**src/rtl/conv_layer_ctrl_if.sv**
```systemverilog
// Host and engine-side signal bundle for conv_layer_ctrl.
// The master modport is the controller's view; slave is the host/engine side.
interface conv_layer_ctrl_if #(
  parameter int unsigned ADDR_WIDTH = 32
);
  logic                  start;
  logic                  abort;
  logic [3:0]            num_layers;
  logic                  i2c_done;
  logic                  gemm_done;
  logic                  i2c_rst_n;
  logic [ADDR_WIDTH-1:0] i2c_img_base;
  logic                  gemm_rst_n;
  logic [ADDR_WIDTH-1:0] gemm_out_base;
  logic                  busy;
  logic                  done;
  logic                  error;
  logic [3:0]            cur_layer;

  modport master (
    input  start, abort, num_layers,
    input  i2c_done, gemm_done,
    output i2c_rst_n, i2c_img_base,
    output gemm_rst_n, gemm_out_base,
    output busy, done, error, cur_layer
  );

  modport slave (
    output start, abort, num_layers,
    output i2c_done, gemm_done,
    input  i2c_rst_n, i2c_img_base,
    input  gemm_rst_n, gemm_out_base,
    input  busy, done, error, cur_layer
  );
endinterface

```
**src/rtl/conv_layer_ctrl.sv**
```systemverilog
// Layer sequencer: restarts im2col then GEMM once per layer,
// ping-ponging activations between two buffers, with a per-phase watchdog.
module conv_layer_ctrl #(
  parameter int unsigned ADDR_WIDTH = 32,
  parameter logic [15:0] BUF_A      = 16'h0000,
  parameter logic [15:0] BUF_B      = 16'h4000,
  parameter int unsigned MAX_LAYERS = 8,
  parameter int unsigned RST_CYCLES = 2,
  parameter int unsigned TIMEOUT    = 4096
) (
  input logic               clk,
  input logic               rst_n,
  conv_layer_ctrl_if.master bus
);
  localparam int WDW = $clog2(TIMEOUT) + 1;
  localparam int RCW = $clog2(RST_CYCLES) + 1;
  localparam logic [ADDR_WIDTH-1:0] ADR_A = ADDR_WIDTH'(BUF_A);
  localparam logic [ADDR_WIDTH-1:0] ADR_B = ADDR_WIDTH'(BUF_B);
  localparam logic [RCW-1:0] RC_LAST = RCW'(RST_CYCLES - 1);
  localparam logic [WDW-1:0] WD_LAST = WDW'(TIMEOUT - 1);

  typedef enum logic [2:0] {
    IDLE, I2C_RST, I2C_WAIT, GEMM_RST, GEMM_WAIT, ERR
  } state_t;

  state_t                state_q, state_d;
  logic [RCW-1:0]        rcnt_q, rcnt_d;
  logic [WDW-1:0]        wd_q, wd_d;
  logic                  arm_q, arm_d;
  logic [3:0]            nl_q, nl_d;
  logic [3:0]            cur_q, cur_d;
  logic                  done_q, done_d;
  logic                  err_q, err_d;
  logic                  busy_q, busy_d;
  logic                  i2c_rn_q, i2c_rn_d;
  logic                  gemm_rn_q, gemm_rn_d;
  logic [ADDR_WIDTH-1:0] img_q, img_d;
  logic [ADDR_WIDTH-1:0] out_q, out_d;

  logic legal, wait_st, eng_done, cmpl, tmo, last;

  always_comb begin
    legal    = (bus.num_layers != 4'd0) &&
               (32'(bus.num_layers) <= MAX_LAYERS);
    wait_st  = (state_q == I2C_WAIT) || (state_q == GEMM_WAIT);
    eng_done = (state_q == I2C_WAIT) ? bus.i2c_done : bus.gemm_done;
    cmpl     = arm_q && eng_done;
    tmo      = (wd_q == WD_LAST);
    last     = (cur_q == nl_q - 4'd1);

    state_d = state_q;
    rcnt_d  = rcnt_q;
    wd_d    = wd_q;
    arm_d   = arm_q;
    nl_d    = nl_q;
    cur_d   = cur_q;
    done_d  = done_q;
    err_d   = err_q;

    // Arm only after the engine shows done=0, so a stale level is ignored
    if (wait_st) begin
      wd_d = wd_q + WDW'(1);
      if (!eng_done) arm_d = 1'b1;
    end

    unique case (state_q)
      IDLE, ERR: begin
        if (bus.abort) begin
          state_d = IDLE;
          done_d  = 1'b0;
          err_d   = 1'b0;
        end else if (bus.start) begin
          done_d = 1'b0;
          if (legal) begin
            state_d = I2C_RST;
            nl_d    = bus.num_layers;
            cur_d   = 4'd0;
            err_d   = 1'b0;
            rcnt_d  = '0;
          end else begin
            err_d = 1'b1;
          end
        end
      end
      I2C_RST, GEMM_RST: begin
        if (rcnt_q == RC_LAST) begin
          state_d = (state_q == I2C_RST) ? I2C_WAIT : GEMM_WAIT;
          wd_d    = '0;
          arm_d   = 1'b0;
        end else begin
          rcnt_d = rcnt_q + RCW'(1);
        end
      end
      I2C_WAIT: begin
        if (cmpl) begin
          state_d = GEMM_RST;
          rcnt_d  = '0;
        end else if (tmo) begin
          state_d = ERR;
          err_d   = 1'b1;
        end
      end
      GEMM_WAIT: begin
        if (cmpl) begin
          rcnt_d = '0;
          if (last) begin
            state_d = IDLE;
            done_d  = 1'b1;
          end else begin
            state_d = I2C_RST;
            cur_d   = cur_q + 4'd1;
          end
        end else if (tmo) begin
          state_d = ERR;
          err_d   = 1'b1;
        end
      end
      default: state_d = IDLE;
    endcase

    if (busy_q && bus.abort) begin
      state_d = IDLE;
      done_d  = 1'b0;
      err_d   = 1'b0;
    end

    // Engine resets, busy and bases all follow the next state directly
    i2c_rn_d  = (state_d == I2C_WAIT);
    gemm_rn_d = (state_d == GEMM_WAIT);
    busy_d    = (state_d == I2C_RST) || (state_d == I2C_WAIT) ||
                (state_d == GEMM_RST) || (state_d == GEMM_WAIT);
    img_d     = cur_d[0] ? ADR_B : ADR_A;
    out_d     = cur_d[0] ? ADR_A : ADR_B;
  end

  always_ff @(posedge clk) begin
    if (!rst_n) begin
      state_q   <= IDLE;
      rcnt_q    <= '0;
      wd_q      <= '0;
      arm_q     <= 1'b0;
      nl_q      <= 4'd0;
      cur_q     <= 4'd0;
      done_q    <= 1'b0;
      err_q     <= 1'b0;
      busy_q    <= 1'b0;
      i2c_rn_q  <= 1'b0;
      gemm_rn_q <= 1'b0;
      img_q     <= ADR_A;
      out_q     <= ADR_B;
    end else begin
      state_q   <= state_d;
      rcnt_q    <= rcnt_d;
      wd_q      <= wd_d;
      arm_q     <= arm_d;
      nl_q      <= nl_d;
      cur_q     <= cur_d;
      done_q    <= done_d;
      err_q     <= err_d;
      busy_q    <= busy_d;
      i2c_rn_q  <= i2c_rn_d;
      gemm_rn_q <= gemm_rn_d;
      img_q     <= img_d;
      out_q     <= out_d;
    end
  end

  assign bus.i2c_rst_n     = i2c_rn_q;
  assign bus.gemm_rst_n    = gemm_rn_q;
  assign bus.i2c_img_base  = img_q;
  assign bus.gemm_out_base = out_q;
  assign bus.busy          = busy_q;
  assign bus.done          = done_q;
  assign bus.error         = err_q;
  assign bus.cur_layer     = cur_q;
endmodule

```
**src/flat_wrapper.sv**
```systemverilog
// flat-port wrapper written by rule: the top's interface ports become plain ports
module conv_layer_ctrl_flat 
#(
  parameter int unsigned ADDR_WIDTH = 32,
  parameter logic [15:0] BUF_A      = 16'h0000,
  parameter logic [15:0] BUF_B      = 16'h4000,
  parameter int unsigned MAX_LAYERS = 8,
  parameter int unsigned RST_CYCLES = 2,
  parameter int unsigned TIMEOUT    = 4096
)
  (clk, rst_n, bus_start, bus_abort, bus_num_layers, bus_i2c_done, bus_gemm_done, bus_i2c_rst_n, bus_i2c_img_base, bus_gemm_rst_n, bus_gemm_out_base, bus_busy, bus_done, bus_error, bus_cur_layer);
  conv_layer_ctrl_if #(.ADDR_WIDTH(ADDR_WIDTH)) bus_i ();
  input logic clk;
  input logic rst_n;
  input wire logic [$bits(bus_i.start)-1:0] bus_start;
  input wire logic [$bits(bus_i.abort)-1:0] bus_abort;
  input wire logic [$bits(bus_i.num_layers)-1:0] bus_num_layers;
  input wire logic [$bits(bus_i.i2c_done)-1:0] bus_i2c_done;
  input wire logic [$bits(bus_i.gemm_done)-1:0] bus_gemm_done;
  output wire logic [$bits(bus_i.i2c_rst_n)-1:0] bus_i2c_rst_n;
  output wire logic [$bits(bus_i.i2c_img_base)-1:0] bus_i2c_img_base;
  output wire logic [$bits(bus_i.gemm_rst_n)-1:0] bus_gemm_rst_n;
  output wire logic [$bits(bus_i.gemm_out_base)-1:0] bus_gemm_out_base;
  output wire logic [$bits(bus_i.busy)-1:0] bus_busy;
  output wire logic [$bits(bus_i.done)-1:0] bus_done;
  output wire logic [$bits(bus_i.error)-1:0] bus_error;
  output wire logic [$bits(bus_i.cur_layer)-1:0] bus_cur_layer;
  assign bus_i.start = bus_start;
  assign bus_i.abort = bus_abort;
  assign bus_i.num_layers = bus_num_layers;
  assign bus_i.i2c_done = bus_i2c_done;
  assign bus_i.gemm_done = bus_gemm_done;
  assign bus_i2c_rst_n = bus_i.i2c_rst_n;
  assign bus_i2c_img_base = bus_i.i2c_img_base;
  assign bus_gemm_rst_n = bus_i.gemm_rst_n;
  assign bus_gemm_out_base = bus_i.gemm_out_base;
  assign bus_busy = bus_i.busy;
  assign bus_done = bus_i.done;
  assign bus_error = bus_i.error;
  assign bus_cur_layer = bus_i.cur_layer;
  conv_layer_ctrl #(.ADDR_WIDTH(ADDR_WIDTH), .BUF_A(BUF_A), .BUF_B(BUF_B), .MAX_LAYERS(MAX_LAYERS), .RST_CYCLES(RST_CYCLES), .TIMEOUT(TIMEOUT)) u_core (.clk(clk), .rst_n(rst_n), .bus(bus_i));
endmodule
```
**config.mk**
```make
export PLATFORM = sky130hd
export DESIGN_NAME = conv_layer_ctrl_flat
export DESIGN_NICKNAME = d
export VERILOG_FILES = /design/src/rtl/conv_layer_ctrl_if.sv /design/src/rtl/conv_layer_ctrl.sv /design/src/flat_wrapper.sv
export SDC_FILE = /design/constraint.sdc
export NUM_CORES = 1
export LEC_CHECK = 0
export ABC_AREA = 1
export BUFFER_PORTS_ARGS = -buffer_cell sky130_fd_sc_hd__buf_2
export CAP_MARGIN = 30
export CORE_MARGIN = 8
export CORE_UTILIZATION = 30
export CTS_CLUSTER_SIZE = 14
export DETAILED_ROUTE_END_ITERATION = 12
export GPL_TIMING_DRIVEN = 0
export SETUP_SLACK_MARGIN = 0.5
export SLEW_MARGIN = 20
export SYNTH_ARGS = -nofsm -noshare
export SYNTH_HDL_FRONTEND = slang
export SYNTH_SLANG_ARGS = --single-unit
```
**constraint.sdc**
```tcl
create_clock -name clk -period 1.6 [get_ports clk]
set_input_delay 0.08 -clock clk [delete_from_list [all_inputs] [get_ports clk]]
set_output_delay 0.08 -clock clk [all_outputs]
set_load 0.05 [all_outputs]
```
Yosys cells after proc, flatten, opt, wreduce, memory -nomap -nowiden
Cells that the tools add are included.
- register bits after elaboration: 96
- output and inout bits: 73
- $add $sub $neg: 4
- magnitude comparators: 1
- equal/unequal tests: 23
- muxes and demuxes: 44
- bitwise operators: 2
- reduce and logical (&&, ||, !) cells: 21
- operators by type and width (cell ; count):
    13-bit two-way mux ; 3
    15-bit two-way mux ; 2
    3-bit two-way mux ; 9
    4-bit two-way mux ; 5
    1-bit two-way mux ; 15
    13-bit by 1-bit adder with 13-bit output, second input constant ; 1
    13-bit by 12-bit equality test with 1-bit output, second input constant ; 1
    3-bit by 2-bit equality test with 1-bit output, second input constant ; 4
    3-bit one-hot mux with 4 select lines ; 1
    4-bit AND reduction ; 3
    6-bit AND reduction ; 2
    2-bit two-way mux ; 5
    2-bit by 1-bit inequality test with 1-bit output, second input constant ; 5
    2-bit inequality test, second input constant ; 5
    3-bit equality test, second input constant ; 3
    4-bit one-hot mux with 2 select lines ; 1
    2-bit OR reduction ; 4
    3-bit by 1-bit equality test with 1-bit output, second input constant ; 2
    2-bit one-hot mux with 3 select lines ; 1
    4-bit by 1-bit adder with 4-bit output, second input constant ; 1
    4-bit equality test ; 1
    4-bit <= comparator, second input constant ; 1
    1-bit logical OR ; 4
    1-bit one-hot mux with 2 select lines ; 2
    10 further kinds ; 14

Logic depth before layout (Yosys ltp)
- depth in word-level cells: 11
- gate-level depth with buffers: 16

Least setup slack after synthesis
No wires, ideal clock.
- path kind: register to register
- start: register u_core.cur_q[3] (netlist: u_core.bus.cur_layer[3])
- end: register u_core.i2c_rn_q (netlist: u_core.bus.i2c_rst_n)
- setup time: 0.115 ns
- arrival: 1.573 ns
- data required time: 1.485 ns
- slack: -0.088 ns
- stages on the path, launching flop included: 13
- buffers on the path: 0
- clock period less this slack: 1.688 ns
- cell sequence: dfxtp_1 > inv_1 > nand2_1 > nand2_1 > nand2_1 > nand2_1 > nand3_1 > nand2_1 > nand2_1 > nand2_1 > nand2_1 > nand2_1 > and2_1
- cells in the longest elaborated chain, start to end: 6
- RTL lines (item ; RTL line ; source):
    start: declaration ; conv_layer_ctrl.sv:31 ; logic [3:0] cur_q, cur_d;
    start signal: assignment ; conv_layer_ctrl.sv:157 ; cur_q <= cur_d;
    4-bit equality test ; conv_layer_ctrl.sv:49 ; last = (cur_q == nl_q - 4'd1);
    1-bit two-way mux ; conv_layer_ctrl.sv:106 ; if (last) begin
    3-bit two-way mux ; conv_layer_ctrl.sv:104 ; if (cmpl) begin
    3-bit one-hot mux with 4 select lines ; conv_layer_ctrl.sv:66 ; unique case (state_q)
    3-bit two-way mux ; conv_layer_ctrl.sv:121 ; if (busy_q && bus.abort) begin
    3-bit by 2-bit equality test with 1-bit output ; conv_layer_ctrl.sv:128 ; i2c_rn_d = (state_d == I2C_WAIT);
    end signal: assignment ; conv_layer_ctrl.sv:161 ; i2c_rn_q <= i2c_rn_d;
    end: declaration ; conv_layer_ctrl.sv:35 ; logic i2c_rn_q, i2c_rn_d;
No other way between the ends.
A chain may end at the register's enable or synchronous reset.

Worst setup path in the final report
- start: register u_core.nl_q[1]
- end: register u_core.state_q[0]
- cells in the longest elaborated chain, start to end: 6
- RTL lines (item ; RTL line ; source):
    start: declaration ; conv_layer_ctrl.sv:30 ; logic [3:0] nl_q, nl_d;
    start signal: assignment ; conv_layer_ctrl.sv:156 ; nl_q <= nl_d;
    4-bit by 1-bit subtractor with 4-bit output ; conv_layer_ctrl.sv:49 ;
    4-bit equality test ; conv_layer_ctrl.sv:49 ;
    1-bit two-way mux ; conv_layer_ctrl.sv:106 ;
    3-bit two-way mux ; conv_layer_ctrl.sv:104 ;
    3-bit one-hot mux with 4 select lines ; conv_layer_ctrl.sv:66 ;
    3-bit two-way mux ; conv_layer_ctrl.sv:121 ;
    end signal: assignment ; conv_layer_ctrl.sv:152 ; state_q <= state_d;
    end: declaration ; conv_layer_ctrl.sv:26 ; state_t state_q, state_d;
No other way between the ends.

==> impl_metrics.xml <==
<?xml version="1.0" encoding="UTF-8"?>
<metrics>
  <group name="detailed_routing">
    <metric name="drt-vias-per-instance" unit="">3.96</metric>
    <metric name="avgRoutedWirePerCell" unit="um">10.6</metric>
    <metric name="postRouteAntennaNets" unit="">0</metric>
    <metric name="drc_marker_count_from_the_first_detailed_route_iteration" unit="">71</metric>
    <metric name="postRouteWirelength" unit="mm">5.69</metric>
    <metric name="post-route-drc-count" unit="">0</metric>
    <metric name="dr_total_vias" unit="">2123</metric>
    <metric name="drtPass1Iterations" unit="">4</metric>
  </group>
  <group name="synthesis">
    <metric name="post_synth_main_area_contributors" unit="">dfxtp_1 (29%), buf_4 (21%), nand2_1 (10%), inv_1 (5.0%), nor2_1 (4.5%)</metric>
    <metric name="post-synth-top-area-fraction" unit="">0.292</metric>
    <metric name="ys_ff_latch" unit="">33</metric>
    <metric name="synth.largest_area_cell" unit="">dfxtp_1</metric>
    <metric name="post_synth_num_cell_types" unit="">34</metric>
    <metric name="fraction_of_the_yosys_area_taken_by_sequential_cells" unit="">0.292</metric>
    <metric name="syn_inst" unit="">318</metric>
    <metric name="synth.cell_area" unit="um2">2260</metric>
    <metric name="post_synth.cell_area_avg" unit="um2">7.11</metric>
    <metric name="yosys_warnings" unit="">0</metric>
  </group>
  <group name="final_layout">
    <metric name="area.growth.synth_to_final" unit="%">50.6</metric>
    <metric name="antenna_cells_inserted" unit="">0</metric>
    <metric name="finalNetCount" unit="">450</metric>
    <metric name="drive_above_1_share" unit="">0.462</metric>
    <metric name="layout.cell_area.non_filler" unit="um2">3410</metric>
    <metric name="postLayoutCoreUtil" unit="">0.467</metric>
  </group>
  <group name="clock_network">
    <metric name="cts.reportedPaths.clkPinSlew" unit="ps">70</metric>
    <metric name="cts_hold_buffers" unit="">0</metric>
    <metric name="cts.path.max_buffers" unit="">2</metric>
    <metric name="clock-root-buffer" unit="">clkbuf_8</metric>
    <metric name="worstSkewPairLatency" unit="ps">300</metric>
    <metric name="cts_buffer_count" unit="">5</metric>
    <metric name="cts.htree.levels" unit="">2</metric>
    <metric name="tritoncts_clock_tree" unit="">done</metric>
    <metric name="tritoncts_num_sinks" unit="">33</metric>
  </group>
  <group name="global_routing">
    <metric name="global_route_wire_length_before_repair" unit="mm">8.29</metric>
    <metric name="pin_count_of_the_biggest_net_entering_global_routing" unit="">11</metric>
    <metric name="overflow_left_after_global_routing" unit="">0</metric>
    <metric name="antenna_found_initial" unit="">0</metric>
    <metric name="grt_util_all_layers" unit="">0.0987</metric>
    <metric name="grt_pass1_vias" unit="">1890</metric>
  </group>
  <group name="floorplan">
    <metric name="io-pin-count" unit="">83</metric>
    <metric name="core_area" unit="um2">7290</metric>
    <metric name="die_area" unit="um2">10600</metric>
    <metric name="die_y" unit="um">103</metric>
    <metric name="initial_core_util" unit="">0.310</metric>
    <metric name="floorplan.die.width" unit="um">103</metric>
    <metric name="placement_rows" unit="">31</metric>
  </group>
  <group name="worst_setup_path">
    <metric name="critical_path_depth" unit="">12</metric>
    <metric name="crit_path_end_kind" unit="">register</metric>
    <metric name="critical_path.top_delay_family" unit="">simple AND/OR/NAND/NOR gates</metric>
    <metric name="setup.worst_path.class" unit="">reg -&gt; reg</metric>
    <metric name="timing.critical_path.buf_inv" unit="">2</metric>
    <metric name="critPathMaxFanout" unit="">4</metric>
    <metric name="critPathMostFrequentCell" unit="">nand2_1</metric>
    <metric name="highest_delay_cell_along_the_critical_path" unit="">dfxtp_2</metric>
    <metric name="critPathArrivalTime" unit="ps">1780</metric>
    <metric name="critPathLaunchType" unit="">register</metric>
    <metric name="timing.critical_path.required" unit="ps">1770</metric>
    <metric name="worstRegToRegCells" unit="">12</metric>
    <metric name="critical_path.max_stage_delay" unit="ps">340</metric>
    <metric name="timing.critical_path.cells" unit="">inv_2 &gt; ha_4 &gt; xnor2_2 &gt; nor2_2 &gt; nand3_2 &gt; nand2_2 &gt; nand2_1 &gt; nand2_1 &gt; nand2_1 &gt; nand2_2 &gt; buf_4 &gt; nor2_2</metric>
  </group>
  <group name="power">
    <metric name="vdd_ir_drop_max" unit="V">0.000369</metric>
    <metric name="pleak" unit="nW">1.80</metric>
    <metric name="power.density" unit="nW/um2">654</metric>
  </group>
  <group name="sta">
    <metric name="slew_violations" unit="">0</metric>
    <metric name="layout_worst_path_cycle_share" unit="">1.01</metric>
    <metric name="hold_violations" unit="">0</metric>
    <metric name="maximum_frequency_from_static_timing_analysis" unit="MHz">621</metric>
    <metric name="fin_skew" unit="ps">8.14</metric>
    <metric name="tns" unit="ps">-11.3</metric>
    <metric name="unrepaired_setup_endpoints_after_global_routing" unit="">true</metric>
    <metric name="layout_min_cycle_time" unit="ps">1610</metric>
    <metric name="final_critical_path_setup_slack" unit="ps">-11.3</metric>
    <metric name="finalSetupViolCount" unit="">1</metric>
  </group>
  <group name="placement">
    <metric name="placed_area" unit="um2">2820</metric>
    <metric name="gp_congestion" unit="">0.842</metric>
    <metric name="place_hpwl" unit="mm">4.02</metric>
    <metric name="port-buffer-count" unit="">19</metric>
  </group>
  <group name="outcome">
    <metric name="violations_in_the_final_reports" unit="">negative setup slack</metric>
    <metric name="status" unit="">finished with violations</metric>
  </group>
  <group name="worst_hold_path">
    <metric name="hold_depth" unit="">3</metric>
    <metric name="holdCritPathClass" unit="">in -&gt; reg</metric>
  </group>
  <group name="job">
    <metric name="cap_violations" unit="">0</metric>
  </group>
</metrics>
cell usage after synthesis:
| master | instances |
|---|---|
| nand3_4 | 1 |
| nor2_2 | 1 |
| xnor2_1 | 4 |
| nand2_2 | 2 |
| nand2_1 | 62 |
| nand3_2 | 2 |
| or2_0 | 1 |
| nand4_1 | 7 |
| inv_1 | 30 |
| nor4b_1 | 1 |
| or2_2 | 1 |
| or2_1 | 1 |
| nand4_4 | 1 |
| nand4_2 | 1 |
| o21ai_1 | 2 |
| nand3_1 | 17 |
| o21ai_0 | 13 |
| a211oi_1 | 1 |
| xor2_1 | 8 |
| conb_1 | 1 |
| nand3b_1 | 1 |
| a21oi_1 | 18 |
| ha_1 | 4 |
| inv_2 | 4 |
| and2_1 | 1 |
| o211a_1 | 1 |
| nand2_4 | 1 |
| nor3_1 | 3 |
| dfxtp_1 | 33 |
| clkbuf_1 | 2 |
| a21oi_2 | 1 |
| nor2_1 | 27 |
| nor2_4 | 2 |
| buf_4 | 63 |
power by group:
part | total, W | switching [W] | internal, W
combinational | 0.000751 | 0.000527 | 0.000224
sequential | 0.000856 | 0.0000200 | 0.000836
clock | 0.000622 | 0.000321 | 0.000301
total | 0.00223 | 0.000868 | 0.00136
per-stage QoR:
step	worst slack, ps	total power, W	cells	hold slack (ps)
global placement	-19.0	0.00156	497	353
finish	-11.3	0.00223	536	41.3
detailed placement	-71.0	0.00156	497	354
CTS	27.2	0.00220	522	42.7
global route	-157	0.00235	536	40.6
floorplan	134	0.00150	379	229
kinds of logic after synthesis:
| family | Yosys count | share of synthesized area |
|---|---|---|
| AND/OR/NAND/NOR | 133 | 0.284 |
| buffers and inverters | 99 | 0.269 |
| AO/OA/AOI/OAI | 36 | 0.0846 |
| flip-flops | 33 | 0.292 |
| XOR/XNOR | 12 | 0.0465 |
| adder cells (fa/ha/maj) | 4 | 0.0221 |
| other | 1 | 0.00166 |
state kept, by name, indices dropped and copies added (netlist names):
name	flops
u_core.bus.busy	1
u_core.bus.i2c_rst_n	1
u_core.nl_q	4
u_core.rcnt_q	2
u_core.bus.done	1
u_core.bus.i2c_img_base	1
u_core.arm_q	1
u_core.bus.cur_layer	3
u_core.bus.gemm_rst_n	1
u_core.bus.error	1
u_core.bus.gemm_out_base	1
u_core.state_q	3
u_core.wd_q	13
path summary, 6_finish.rpt:
check / startpoint / endpoint / slack [ps]
setup / recovery: u_core.nl_q[1] / u_core.state_q[0] / -10
hold / removal: bus_num_layers[3] / u_core.nl_q[3] / 40
setup reg to reg: u_core.nl_q[1] / u_core.state_q[0] / -10
hold reg to reg: u_core.bus.done / u_core.bus.done / 470
worst min-delay path: stages:
cell,delay (ps)
buf_2,100
inv_1,60
a21oi_1,50
per-layer routing:
metal	GRT usage	vias up	wire length (um)
li1	-	1131	-
met1	0.101	921	2100
met2	0.181	57	2980
met3	0.0324	14	516
met4	0.0400	0	93
met5	0	-	0
cell usage in the layout, fill, tap and decap left out, types with 2 or more instances in the layout:
master / count
a21oi_1: 16
a21oi_2: 2
buf_2: 17
buf_4: 81
buf_6: 14
clkbuf_1: 2
clkbuf_8: 5
clkinv_2: 2
conb_1: 62
dfxtp_1: 15
dfxtp_2: 12
dfxtp_4: 6
ha_1: 2
ha_4: 2
inv_1: 25
inv_2: 5
inv_4: 3
nand2_1: 47
nand2_2: 11
nand2_4: 7
nand3_1: 11
nand3_2: 5
nand3_4: 4
nand4_1: 7
nand4_4: 2
nor2_1: 22
nor2_2: 3
nor2_4: 5
nor3_2: 2
o21ai_0: 5
o21ai_1: 7
o21ai_2: 3
xnor2_2: 3
xor2_1: 8
layout make-up:
type                            instances  area (um2)
Fill cell                             708        3880
Multi-Input combinational cell        247        1490
Sequential cell                        33         698
Buffer                                 65         492
Timing Repair Buffer                   50         385
Inverter                               34         140
Tap cell                               99         124
Clock buffer                            6        72.6
Clock inverter                          2        10.0
timing repair:
action | CTS | global route
setup endpoints to repair | 34 | 35
pin swaps | 7 | 14
endpoints found under the hold margin | 0 | 0
resized for setup | 25 | 52
buffers inserted | 17 | 14
(Power assumes the default switching activity.)
